`src/rtl/x_ctrl_fsm_if.sv`:
```
`default_nettype none
// ============================================================================
//  Module      : x_ctrl_fsm_if
//  Description : Bundle between the x_ctrl_fsm controller and its neighbours:
//                instruction fetch handshake (instr_valid/instr_ready/instr),
//                datapath status (zero, mem_ack) and the control selects and
//                strobes driven to X, the register file, data memory and PC.
//                master : controller side (drives the selects and strobes)
//                slave  : fetch/datapath side (drives instruction and status)
//  Revision    : 1.0 - initial release
// ============================================================================
interface x_ctrl_fsm_if;
   // fetch handshake
   logic        instr_valid;
   logic        instr_ready;
   logic [31:0] instr;
   // datapath status
   logic        zero;
   logic        mem_ack;
   // execute-stage selects
   logic [1:0]  alu_op;
   logic        reg_dst;
   logic        alu_src;
   // strobes
   logic        reg_write;
   logic        mem_read;
   logic        mem_write;
   logic        pc_write;
   logic        pc_src;
   logic        illegal;
   // performance counter
   logic [31:0] retired_count;

   modport master (
      input  instr_valid, instr, zero, mem_ack,
      output instr_ready, alu_op, reg_dst, alu_src, reg_write, mem_read,
             mem_write, pc_write, pc_src, illegal, retired_count
   );

   modport slave (
      output instr_valid, instr, zero, mem_ack,
      input  instr_ready, alu_op, reg_dst, alu_src, reg_write, mem_read,
             mem_write, pc_write, pc_src, illegal, retired_count
   );
endinterface
`default_nettype wire

```
`src/rtl/x_ctrl_fsm.sv`:
```
`default_nettype none
// ============================================================================
//  Module      : x_ctrl_fsm
//  Description : Multi-cycle control FSM sequencing the X execute stage for
//                the MIPS subset (ADD/SUB/AND/OR, ADDI, BNE, LW, SW). One
//                instruction in flight: FETCH -> DECODE -> EXEC -> [MEM] ->
//                [WB] -> FETCH, with unsupported words diverted to TRAP.
//  Ports       : clk, rst (async, active-high)
//                bus_io (x_ctrl_fsm_if.master): fetch handshake, zero and
//                mem_ack status in; alu_op/reg_dst/alu_src selects,
//                reg_write/mem_read/mem_write/pc_write/pc_src/illegal strobes
//                and retired_count out.
//  Config      : X_CTRL_PERF_EN - when defined, retired_count counts retire
//                cycles; otherwise it is tied to zero.
//  Revision    : 1.0 - initial release
// ============================================================================
module x_ctrl_fsm (
   input wire             clk,
   input wire             rst,
   x_ctrl_fsm_if.master   bus_io
);

   // ALU op encodings shared with X
   localparam logic [1:0] C_ALU_RTYPE = 2'b00;
   localparam logic [1:0] C_ALU_ADDI  = 2'b01;
   localparam logic [1:0] C_ALU_BRCMP = 2'b10;

   localparam logic [5:0] C_OP_RTYPE = 6'h00;
   localparam logic [5:0] C_OP_ADDI  = 6'h08;
   localparam logic [5:0] C_OP_BNE   = 6'h05;
   localparam logic [5:0] C_OP_LW    = 6'h23;
   localparam logic [5:0] C_OP_SW    = 6'h2B;

   typedef enum logic [2:0] {
      S_FETCH  = 3'd0,
      S_DECODE = 3'd1,
      S_EXEC   = 3'd2,
      S_MEM    = 3'd3,
      S_WB     = 3'd4,
      S_TRAP   = 3'd5
   } state_t;

   state_t      state_q, state_d;
   logic [31:0] ir_q, ir_d;

   // ------------------------------------------------------------------
   // Decode of the latched IR
   // ------------------------------------------------------------------
   logic [5:0] w_opcode;
   logic [5:0] w_funct;
   logic       w_is_r;
   logic       w_is_addi;
   logic       w_is_bne;
   logic       w_is_lw;
   logic       w_is_sw;
   logic       w_legal;

   assign w_opcode  = ir_q[31:26];
   assign w_funct   = ir_q[5:0];
   assign w_is_r    = (w_opcode == C_OP_RTYPE) &&
                      ((w_funct == 6'h20) || (w_funct == 6'h22) ||
                       (w_funct == 6'h24) || (w_funct == 6'h25));
   assign w_is_addi = (w_opcode == C_OP_ADDI);
   assign w_is_bne  = (w_opcode == C_OP_BNE);
   assign w_is_lw   = (w_opcode == C_OP_LW);
   assign w_is_sw   = (w_opcode == C_OP_SW);
   assign w_legal   = w_is_r | w_is_addi | w_is_bne | w_is_lw | w_is_sw;

   // Register fields are consumed by the datapath, not by the controller.
   logic w_unused_ir;
   assign w_unused_ir = &{1'b0, ir_q[25:6]};

   // ------------------------------------------------------------------
   // State and IR registers
   // ------------------------------------------------------------------
   always_ff @(posedge clk or posedge rst) begin
      if (rst) begin
         state_q <= S_FETCH;
         ir_q    <= 32'd0;
      end else begin
         state_q <= state_d;
         ir_q    <= ir_d;
      end
   end

   // ------------------------------------------------------------------
   // Next-state and outputs
   // ------------------------------------------------------------------
   logic       w_instr_ready;
   logic [1:0] w_alu_op;
   logic       w_reg_dst;
   logic       w_alu_src;
   logic       w_reg_write;
   logic       w_mem_read;
   logic       w_mem_write;
   logic       w_pc_write;
   logic       w_pc_src;
   logic       w_illegal;

   always_comb begin
      state_d       = state_q;
      ir_d          = ir_q;
      w_instr_ready = 1'b0;
      w_alu_op      = C_ALU_RTYPE;
      w_reg_dst     = 1'b0;
      w_alu_src     = 1'b0;
      w_reg_write   = 1'b0;
      w_mem_read    = 1'b0;
      w_mem_write   = 1'b0;
      w_pc_write    = 1'b0;
      w_pc_src      = 1'b0;
      w_illegal     = 1'b0;

      case (state_q)
         S_FETCH: begin
            w_instr_ready = 1'b1;
            if (bus_io.instr_valid) begin
               ir_d    = bus_io.instr;
               state_d = S_DECODE;
            end
         end

         S_DECODE: begin
            state_d = w_legal ? S_EXEC : S_TRAP;
         end

         S_EXEC: begin
            if (w_is_r) begin
               w_alu_op  = C_ALU_RTYPE;
               w_reg_dst = 1'b1;
               state_d   = S_WB;
            end else if (w_is_bne) begin
               // Branch resolves here: take it when the operands differ.
               w_alu_op   = C_ALU_BRCMP;
               w_pc_write = 1'b1;
               w_pc_src   = ~bus_io.zero;
               state_d    = S_FETCH;
            end else begin
               w_alu_op  = C_ALU_ADDI;
               w_alu_src = 1'b1;
               state_d   = w_is_addi ? S_WB : S_MEM;
            end
         end

         S_MEM: begin
            // Only LW/SW reach MEM; EXEC selects stay stable for the address.
            w_alu_op    = C_ALU_ADDI;
            w_alu_src   = 1'b1;
            w_mem_read  = w_is_lw;
            w_mem_write = ~w_is_lw;
            if (bus_io.mem_ack) begin
               if (w_is_lw) begin
                  state_d = S_WB;
               end else begin
                  w_pc_write = 1'b1;
                  state_d    = S_FETCH;
               end
            end
         end

         S_WB: begin
            w_reg_write = 1'b1;
            w_pc_write  = 1'b1;
            if (w_is_r) begin
               w_alu_op  = C_ALU_RTYPE;
               w_reg_dst = 1'b1;
            end else begin
               w_alu_op  = C_ALU_ADDI;
               w_alu_src = 1'b1;
            end
            state_d = S_FETCH;
         end

         S_TRAP: begin
            // Skip the offending word so fetch makes forward progress.
            w_illegal  = 1'b1;
            w_pc_write = 1'b1;
            state_d    = S_FETCH;
         end

         default: begin
            state_d = S_FETCH;
         end
      endcase
   end

   assign bus_io.instr_ready = w_instr_ready;
   assign bus_io.alu_op      = w_alu_op;
   assign bus_io.reg_dst     = w_reg_dst;
   assign bus_io.alu_src     = w_alu_src;
   assign bus_io.reg_write   = w_reg_write;
   assign bus_io.mem_read    = w_mem_read;
   assign bus_io.mem_write   = w_mem_write;
   assign bus_io.pc_write    = w_pc_write;
   assign bus_io.pc_src      = w_pc_src;
   assign bus_io.illegal     = w_illegal;

   // ------------------------------------------------------------------
   // Retired-instruction counter
   // ------------------------------------------------------------------
`ifdef X_CTRL_PERF_EN
   logic        w_retire;
   logic [31:0] retired_q;

   // Retire points: WB, BNE in EXEC, SW acknowledged in MEM. TRAP is excluded.
   assign w_retire = (state_q == S_WB) ||
                     ((state_q == S_EXEC) && w_is_bne) ||
                     ((state_q == S_MEM) && w_is_sw && bus_io.mem_ack);

   always_ff @(posedge clk or posedge rst) begin
      if (rst) begin
         retired_q <= 32'd0;
      end else if (w_retire) begin
         retired_q <= retired_q + 32'd1;
      end
   end

   assign bus_io.retired_count = retired_q;
`else
   assign bus_io.retired_count = 32'd0;
`endif

endmodule
`default_nettype wire

```
`src/flat_wrapper.sv`:
```
// flat-port wrapper written by rule: the top's interface ports become plain ports
module x_ctrl_fsm_flat 
  (clk, rst, bus_io_instr_valid, bus_io_instr, bus_io_zero, bus_io_mem_ack, bus_io_instr_ready, bus_io_alu_op, bus_io_reg_dst, bus_io_alu_src, bus_io_reg_write, bus_io_mem_read, bus_io_mem_write, bus_io_pc_write, bus_io_pc_src, bus_io_illegal, bus_io_retired_count);
  x_ctrl_fsm_if bus_io_i ();
  input wire clk;
  input wire rst;
  input wire logic [$bits(bus_io_i.instr_valid)-1:0] bus_io_instr_valid;
  input wire logic [$bits(bus_io_i.instr)-1:0] bus_io_instr;
  input wire logic [$bits(bus_io_i.zero)-1:0] bus_io_zero;
  input wire logic [$bits(bus_io_i.mem_ack)-1:0] bus_io_mem_ack;
  output wire logic [$bits(bus_io_i.instr_ready)-1:0] bus_io_instr_ready;
  output wire logic [$bits(bus_io_i.alu_op)-1:0] bus_io_alu_op;
  output wire logic [$bits(bus_io_i.reg_dst)-1:0] bus_io_reg_dst;
  output wire logic [$bits(bus_io_i.alu_src)-1:0] bus_io_alu_src;
  output wire logic [$bits(bus_io_i.reg_write)-1:0] bus_io_reg_write;
  output wire logic [$bits(bus_io_i.mem_read)-1:0] bus_io_mem_read;
  output wire logic [$bits(bus_io_i.mem_write)-1:0] bus_io_mem_write;
  output wire logic [$bits(bus_io_i.pc_write)-1:0] bus_io_pc_write;
  output wire logic [$bits(bus_io_i.pc_src)-1:0] bus_io_pc_src;
  output wire logic [$bits(bus_io_i.illegal)-1:0] bus_io_illegal;
  output wire logic [$bits(bus_io_i.retired_count)-1:0] bus_io_retired_count;
  assign bus_io_i.instr_valid = bus_io_instr_valid;
  assign bus_io_i.instr = bus_io_instr;
  assign bus_io_i.zero = bus_io_zero;
  assign bus_io_i.mem_ack = bus_io_mem_ack;
  assign bus_io_instr_ready = bus_io_i.instr_ready;
  assign bus_io_alu_op = bus_io_i.alu_op;
  assign bus_io_reg_dst = bus_io_i.reg_dst;
  assign bus_io_alu_src = bus_io_i.alu_src;
  assign bus_io_reg_write = bus_io_i.reg_write;
  assign bus_io_mem_read = bus_io_i.mem_read;
  assign bus_io_mem_write = bus_io_i.mem_write;
  assign bus_io_pc_write = bus_io_i.pc_write;
  assign bus_io_pc_src = bus_io_i.pc_src;
  assign bus_io_illegal = bus_io_i.illegal;
  assign bus_io_retired_count = bus_io_i.retired_count;
  x_ctrl_fsm u_core (.clk(clk), .rst(rst), .bus_io(bus_io_i));
endmodule
```
`config.mk`:
```
export PLATFORM = sky130hd
export DESIGN_NAME = x_ctrl_fsm_flat
export DESIGN_NICKNAME = d
export VERILOG_FILES = /design/src/rtl/x_ctrl_fsm_if.sv /design/src/rtl/x_ctrl_fsm.sv /design/src/flat_wrapper.sv
export SDC_FILE = /design/constraint.sdc
export NUM_CORES = 1
export LEC_CHECK = 0
export CORE_MARGIN = 2
export CORE_UTILIZATION = 38
export DETAILED_ROUTE_END_ITERATION = 16
export PLACE_DENSITY = 0.91
export SYNTH_ARGS = -nofsm -noshare
export SYNTH_HDL_FRONTEND = slang
export SYNTH_SLANG_ARGS = --single-unit
```
`constraint.sdc`:
```
create_clock -name clk -period 3.12 [get_ports clk]
set_clock_uncertainty 0.1 [all_clocks]
set_input_delay 0.624 -clock clk [delete_from_list [all_inputs] [get_ports clk]]
set_output_delay 0.624 -clock clk [all_outputs]
set_load 0.005 [all_outputs]
```
==> summary.txt, run 1 <==
status -> finished with violations
failing checks -> design-rule violations
# hold bufs at CTS -> 0
starting DRC count in detailed routing -> 22
Buffers & Inverters on Critical Path -> 1
pre-CTS WS -> 428 ps
ys async rst share -> 100%
antenna violations before repair -> 0
Remaining DRCs -> 6
Synth area leader -> dfrtp_1
H-tree Lvls -> 1
Max-slew headroom -> 62.6%
crit path max fanout -> 6
worst r2r dst -> u_core.ir_q[30]$_DFFE_PP0P_
Main synth FF type -> dfrtp_1
via count -> 826
Via density -> 4.69
grt ovf -> 0
post_cts resized -> 0
most instantiated cells after synthesis -> buf_4, dfrtp_1, mux2_2
sequential-to-total area share from yosys stat -> 32.9%
max-slew violation count -> 0
worst setup path category -> flop to primary output
worst reg2reg setup slack -> 1260 ps
Worst Path Arrival -> 2170 ps
Worst path depth -> 4
Cell variety after synth -> 35
Util after Layout -> 47.7%
Crit. Startpoint -> u_core.state_q[0]$_DFFE_PP0P_
Detailed Routing Iterations Pass 1 -> 10
# setup viols final -> 0
wire length per cell -> 11.1 um
fraction of layout cells with a size suffix above 1 -> 14.5%
most common cell in the netlist -> buf_4
delay-heaviest family, CP -> simple AND/OR/NAND/NOR gates
R2R Path Start -> u_core.state_q[0]$_DFFE_PP0P_
synthesized area -> 1140 um2
die area -> 3450 um2
Ys Warns -> 0
Clk network pwr share -> 11.1%
area grow syn2layout -> 17.3%
row count -> 19
HPWL Detailed -> 1650 um
fill count -> 287
mean cell area of the mapped netlist -> 9.74 um2
Top-Level Pins -> 80
slowest stage delay, CP -> 570 ps
ANT nets after route -> 0
leak pwr -> 0.589 nW
hold_sp -> u_core.ir_q[1]$_DFFE_PP0P_
CP startpoint kind -> flop
initial core utilization -> 40.6%
die width -> 58.8 um
flops & latches, synth -> 15
MaxCap Viol Count -> 0
maximum operating frequency -> 345 MHz
Reg power frac -> 39.9%
worst-path cell chain -> or3b_1 > nor2b_1 > nor4_1 > clkdlybuf4s50_1
R2R depth -> 3
unrepaired setup endpoints after global routing -> false
clock tree buffer depth -> 2
Nets -> 186
Die H -> 58.8 um
clock root cell -> clkbuf_4
Reg clk slew, reported paths -> 90 ps
Hold Violations, Final -> 0
Port-buffer cells -> 27
Min Hold Slack -> 414 ps
Tcrit/Tclk final -> 92.8%
Mapped Cells -> 117
total CTS buffers -> 3
largest net degree at the start of global routing -> 16
internal power -> 0.610 mW
worst vdd ir -> 0.319 mV
antenna cell count -> 0
Clk Latency, worst-skew pair -> 280 ps
# Post-CTS Setup Buffers -> 0
total negative slack -> 0 ps
hold path endpoint -> u_core.ir_q[1]$_DFFE_PP0P_
required time of the critical path -> 2400 ps
CP Capture Type -> primary output
combinational share of power -> 48.9%
CTS tree -> yes
clk sink count -> 15
routed wire length -> 1960 um
Total Routing Usage GR -> 12.2%
critical path's slowest cell -> clkdlybuf4s50_1
Power Density -> 736 nW/um2
global-route wire length before repair -> 3170 um
ranking of synthesized cells by area -> dfrtp_1, buf_4, mux2_2, ha_1, nor3_1
Slew @ Worst Pin -> 560 ps
Core ar. -> 2810 um2
sw frac -> 38.1%
worst hold path type -> flop to flop
Final GP Congestion -> 0.841
PnR worst setup slack -> 224 ps
post-synth top area share -> 32.9%
Switch Pwr -> 0.375 mW
fin crit period -> 2900 ps
vias in the first global route -> 729
worst hold path cell count -> 1
Post-synth EDFFs -> 0
sequential cells by signal, summed over array words and instances, names as in the netlist:
name and flops:
u_core.ir_q 12, u_core.state_q 3
metal layers:
metal	GRT usage (%)	wire, um	vias up	share of wire, %
li1	-	-	399	-
met1	15.9	829	386	42
met2	20.2	975	39	50
met3	1.54	142	2	7.3
met4	5.84	9	0	0.46
met5	0	0	-	0
per-stage QoR:
stage | power, mW | cell area, um2 | cells
2_1_floorplan | 0.759 | 1260 | 148
3_3_place_gp | 0.860 | 1310 | 172
3_5_place_dp | 0.885 | 1310 | 172
4_1_cts | 0.998 | 1340 | 176
5_1_grt | 1.08 | 1340 | 176
6_report | 0.985 | 1340 | 176
cell usage in the layout (no fill, tap or decap), drive strengths merged, types with 3 or more instances in the layout:
master	count
a21oi	3
mux2	12
inv	4
o211ai	3
dfrtp	15
conb	32
nor3	6
clkdlybuf4s50	27
nor2	5
clkbuf	3
nand2	5
ha	3
power by group through the flow:
| stage | logic (mW) | clock network, mW | registers, mW |
|---|---|---|---|
| finish | 0.482 | 0.110 | 0.393 |
| global route | 0.541 | 0.125 | 0.414 |
| CTS | 0.486 | 0.117 | 0.395 |
| detailed placement | 0.486 | 0 | 0.399 |
| global placement | 0.469 | 0 | 0.391 |
| floorplan | 0.389 | 0 | 0.371 |
worst max-delay path by stage:
stage                             to  slack [ps]
finish                bus_io_reg_dst         220
global placement     bus_io_pc_write         430
CTS                   bus_io_reg_dst         230
floorplan           bus_io_alu_op[0]        1150
detailed placement   bus_io_pc_write         430
global route          bus_io_reg_dst          70
cell families (layout without fill, tap and decap cells):
logic type / count (synthesis) / in the layout / share of synthesized area (%)
buffers and inverters: 38 / 35 / 23.7
other: 1 / 32 / 0.329
AND/OR/NAND/NOR: 32 / 32 / 17.3
AO/OA/AOI/OAI: 15 / 15 / 9.66
adder cells (fa/ha/maj): 3 / 3 / 3.29
multiplexers: 13 / 13 / 12.7
flip-flops: 15 / 15 / 32.9
layout make-up:
cell class | count | area (um2) | share of cell area [%]
multi-input cells | 95 | 611 | 45.7
flip-flops and latches | 15 | 375 | 28.1
repair buffers | 27 | 270 | 20.2
well taps | 31 | 38.8 | 2.90
clock buffers | 3 | 22.5 | 1.68
inverters | 4 | 15.0 | 1.12
clock inverters | 1 | 5.00 | 0.374
(Power assumes the default switching activity.)
==> run 2: changes to the inputs <==
- CORE_UTILIZATION: 38 -> 35
- PLACE_DENSITY: 0.91 -> 0.85
- clock period: 3.12 -> 3.16 ns (I/O delays scaled with it)
==> summary.txt, run 2 (synthesis gave the netlist of run 1 again) <==
status -> completed
Reg power frac -> 40.1%
pre-CTS WS -> 446 ps
initial core utilization -> 37.0%
Clk network pwr share -> 11.2%
fin crit period -> 2860 ps
Cell Area, Placed -> 1330 um2
starting DRC count in detailed routing -> 15
Detailed Routing Iterations Pass 1 -> 4
required time of the critical path -> 2430 ps
post_cts resized -> 0
Remaining DRCs -> 0
dpl cells -> 185
vias in the first global route -> 745
Port-buffer cells -> 27
MaxCap Viol Count -> 0
Power Density -> 721 nW/um2
PnR worst setup slack -> 305 ps
Final GP Congestion -> 0.853
grt ovf -> 0
combinational share of power -> 48.7%
Max-slew headroom -> 61.0%
met1 Use GR -> 15.4%
worst hold path cell count -> 1
Top-Level Pins -> 80
Most Crowded Layer GR -> met2
biggest regs -> u_core.ir_q x12, u_core.state_q x3
fill count -> 331
ANT nets after route -> 0
Hold Violations, Final -> 0
worst setup path category -> flop to primary output
total CTS buffers -> 3
Slew @ Worst Pin -> 585 ps
die width -> 61.1 um
global-route wire length before repair -> 3430 um
routed wire length -> 2000 um
crit path max fanout -> 6
antenna cell count -> 0
CP startpoint kind -> flop
antenna violations before repair -> 0
area grow syn2layout -> 18.7%
clock root cell -> clkbuf_4
R2R depth -> 3
Nets -> 186
max reg flops -> 12
post-route cell area -> 1350 um2
fraction of layout cells with a size suffix above 1 -> 13.8%
Worst Path Arrival -> 2120 ps
post-route insts no fill -> 189
maximum operating frequency -> 350 MHz
Switch Pwr -> 0.372 mW
internal power -> 0.603 mW
commonest non-fill, non-tap cell in the layout -> conb_1
via count -> 834
sw frac -> 38.2%
max-slew violation count -> 0
largest net degree at the start of global routing -> 16
most frequent cells in the layout -> conb_1, clkdlybuf4s50_1, dfrtp_1, mux2_2
die area -> 3730 um2
row count -> 20
CP Capture Type -> primary output
# setup viols final -> 0
# hold bufs at CTS -> 0
# Post-CTS Setup Buffers -> 0
worst vdd ir -> 0.376 mV
area of the multi-input gates -> 611 um2
met2 Usage GRT -> 20.8%
CTS tree -> yes
Tcrit/Tclk final -> 90.4%
total negative slack -> 0 ps
Util after Layout -> 43.9%
clock tree buffer depth -> 2
Clk Latency, worst-skew pair -> 280 ps
FF+latch area -> 375 um2
Die H -> 61.1 um
wire length per cell -> 10.6 um
unrepaired setup endpoints after global routing -> false
Via density -> 4.41
worst hold path type -> flop to flop
Reg clk slew, reported paths -> 90 ps
leak pwr -> 0.586 nW
Largest Register -> u_core.ir_q
Total Routing Usage GR -> 12.5%
HPWL Detailed -> 1660 um
Core ar. -> 3080 um2
H-tree Lvls -> 1
clk sink count -> 15
grt met3 use -> 2.73%
==> run 2: changes by cell type in the layout (fill, tap and decap cells not counted) <==
cell,delta
clkbuf_1,+1
clkinv_2,-1
==> run 2: worst paths after layout <==
kind | slack, ps | startpoint | end
max | 300 | u_core.state_q[0]$_DFFE_PP0P_ | bus_io_reg_dst
min | 420 | u_core.ir_q[3]$_DFFE_PP0P_ | u_core.ir_q[3]$_DFFE_PP0P_
max reg2reg | 1280 | u_core.state_q[0]$_DFFE_PP0P_ | u_core.ir_q[30]$_DFFE_PP0P_
min reg2reg | 420 | u_core.ir_q[3]$_DFFE_PP0P_ | u_core.ir_q[3]$_DFFE_PP0P_
max in group asynchronous | 1980 | rst | u_core.ir_q[29]$_DFFE_PP0P_
min in group asynchronous | 600 | rst | u_core.ir_q[27]$_DFFE_PP0P_
==> run 2: final cells by class <==
class                   count  area share [%]
clock buffers               4            1.94
inverters                   4            1.11
multi-input cells          95            45.1
flip-flops and latches     15            27.8
well taps                  44            4.07
repair buffers             27            20.0
==> run 2: metal layers <==
layer,vias up,wire length (um)
li1,399,-
met1,392,844
met2,39,978
met3,4,146
met4,0,32
met5,-,0
==> run 2: power groups by stage <==
stage | logic (mW) | clock network [mW] | registers [mW]
after CTS | 0.478 | 0.114 | 0.394
after floorplan | 0.384 | 0 | 0.366
after detailed placement | 0.477 | 0 | 0.399
after global placement | 0.463 | 0 | 0.386
final | 0.475 | 0.109 | 0.392
after global routing | 0.536 | 0.129 | 0.411
==> run 2: through the flow <==
| stage | power [mW] | hold slack (ps) |
|---|---|---|
| after CTS | 0.986 | 418 |
| after detailed placement | 0.876 | 398 |
| after floorplan | 0.750 | 380 |
| final | 0.976 | 416 |
| after global routing | 1.08 | 442 |
| after global placement | 0.849 | 390 |
==> run 2: critical path: stages (launching register included) <==
cell             delay [ps]
dfrtp_1                 430
or3b_1                  470
nor2b_1                 160
nor4_1                  220
clkdlybuf4s50_1         560
==> run 3: changes to the inputs <==
- CORE_ASPECT_RATIO: not set -> 0.8
- HOLD_SLACK_MARGIN: not set -> 0.06
==> summary.txt, run 3 (synthesis gave the netlist of run 1 again) <==
leak pwr -> 0.596 nW
worst-path cell chain -> or3b_1 > nor2b_1 > nor4_1 > clkdlybuf4s50_1
die width -> 67.8 um
Tcrit/Tclk final -> 88.2%
ANT nets after route -> 0
worst setup path category -> flop to primary output
MaxCap Viol Count -> 0
Clk Latency, worst-skew pair -> 250 ps
Core ar. -> 3110 um2
slowest stage delay, CP -> 550 ps
PnR worst setup slack -> 374 ps
maximum operating frequency -> 359 MHz
critical path's slowest cell -> clkdlybuf4s50_1
crit path max fanout -> 6
post-route insts no fill -> 185
# Post-CTS Setup Buffers -> 0
Die H -> 55.0 um
max reg flops -> 12
FF+latch area -> 375 um2
status -> completed
wire length per cell -> 11.5 um
global-route wire length before repair -> 3300 um
Largest Register -> u_core.ir_q
delay-heaviest family, CP -> simple AND/OR/NAND/NOR gates
Slew @ Worst Pin -> 558 ps
unrepaired setup endpoints after global routing -> false
Tot Pwr -> 1.02 mW
Worst Path Arrival -> 2050 ps
starting DRC count in detailed routing -> 19
HPWL Detailed -> 1750 um
area of the multi-input gates -> 611 um2
Via density -> 4.53
CP Capture Type -> primary output
Final GP Congestion -> 0.896
total CTS buffers -> 3
worst vdd ir -> 0.493 mV
largest net degree at the start of global routing -> 16
Max-slew headroom -> 62.8%
Detailed Routing Iterations Pass 1 -> 4
clk sink count -> 15
most frequent cells in the layout -> conb_1, clkdlybuf4s50_1, dfrtp_1, mux2_2
clock tree buffer depth -> 2
CTS tree -> yes
H-tree Lvls -> 1
Buffers & Inverters on Critical Path -> 1
fraction of layout cells with a size suffix above 1 -> 14.5%
row count -> 18
Top-Level Pins -> 80
post_cts resized -> 0
# setup viols final -> 0
Reg clk slew, reported paths -> 60 ps
worst hold path type -> flop to flop
area grow syn2layout -> 20.0%
Total Routing Usage GR -> 12.2%
commonest non-fill, non-tap cell in the layout -> conb_1
dpl cells -> 181
via count -> 838
fill count -> 322
Min Hold Slack -> 410 ps
Hold Violations, Final -> 0
antenna violations before repair -> 0
biggest regs -> u_core.ir_q x12, u_core.state_q x3
worst reg2reg setup slack -> 1320 ps
vias in the first global route -> 740
routed wire length -> 2130 um
initial core utilization -> 36.7%
Remaining DRCs -> 0
CP startpoint kind -> flop
die area -> 3730 um2
pre-CTS WS -> 461 ps
Port-buffer cells -> 27
Power Density -> 747 nW/um2
fin crit period -> 2790 ps
clock root cell -> clkbuf_8
required time of the critical path -> 2430 ps
total negative slack -> 0 ps
# hold bufs at CTS -> 0
max-slew violation count -> 0
Nets -> 186
antenna cell count -> 0
grt ovf -> 0
==> run 3: cell count changes in the layout (fill, tap and decap cells not counted) <==
cell	before	now
clkbuf_1	1	0
clkbuf_4	3	0
clkbuf_8	0	3
clkinv_2	0	1
==> run 3: metal layers <==
layer	vias to the layer above	global-route usage [%]	part of all wire, %
li1	399	-	-
met1	396	15.1	42
met2	41	20.6	49
met3	2	4.25	7.9
met4	0	3.00	0.66
met5	-	0	0
==> run 3: worst paths after layout <==
check                                         startpoint                     endpoint  depth (start not counted)
max in group asynchronous                            rst   u_core.ir_q[4]$_DFFE_PP0P_                          2
hold / removal                u_core.ir_q[0]$_DFFE_PP0P_   u_core.ir_q[0]$_DFFE_PP0P_                          1
hold reg to reg               u_core.ir_q[0]$_DFFE_PP0P_   u_core.ir_q[0]$_DFFE_PP0P_                          1
setup reg to reg           u_core.state_q[0]$_DFFE_PP0P_   u_core.ir_q[2]$_DFFE_PP0P_                          3
setup / recovery           u_core.state_q[0]$_DFFE_PP0P_               bus_io_reg_dst                          4
min in group asynchronous                            rst  u_core.ir_q[30]$_DFFE_PP0P_                          2
==> run 3: report_power, final <==
part           switching [mW]  total, mW  internal [mW]
registers               0.103      0.390          0.287
logic                   0.208      0.477          0.269
clock network          0.0669      0.154         0.0872
total                   0.378       1.02          0.643
==> run 3: through the flow <==
stage / utilization [%] / instance area, um2
after floorplan: - / 1260
after global placement: 42.5 / 1320
after detailed placement: 42.5 / 1320
after CTS: 44.0 / 1370
after global routing: 44.0 / 1370
final: 44.0 / 1370
==> run 3: worst reg2reg max path: stages, from the launching register on <==
cell and delay (ps):
dfrtp_1 440, nor3_2 270, and2_1 500, mux2_2 410
==> run 3: cell type report <==
type | count | area share, %
multi-input cells | 95 | 44.6
flip-flops and latches | 15 | 27.4
repair buffers | 27 | 19.8
well taps | 40 | 3.66
clock buffers | 3 | 3.02
inverters | 4 | 1.10
clock inverters | 1 | 0.366
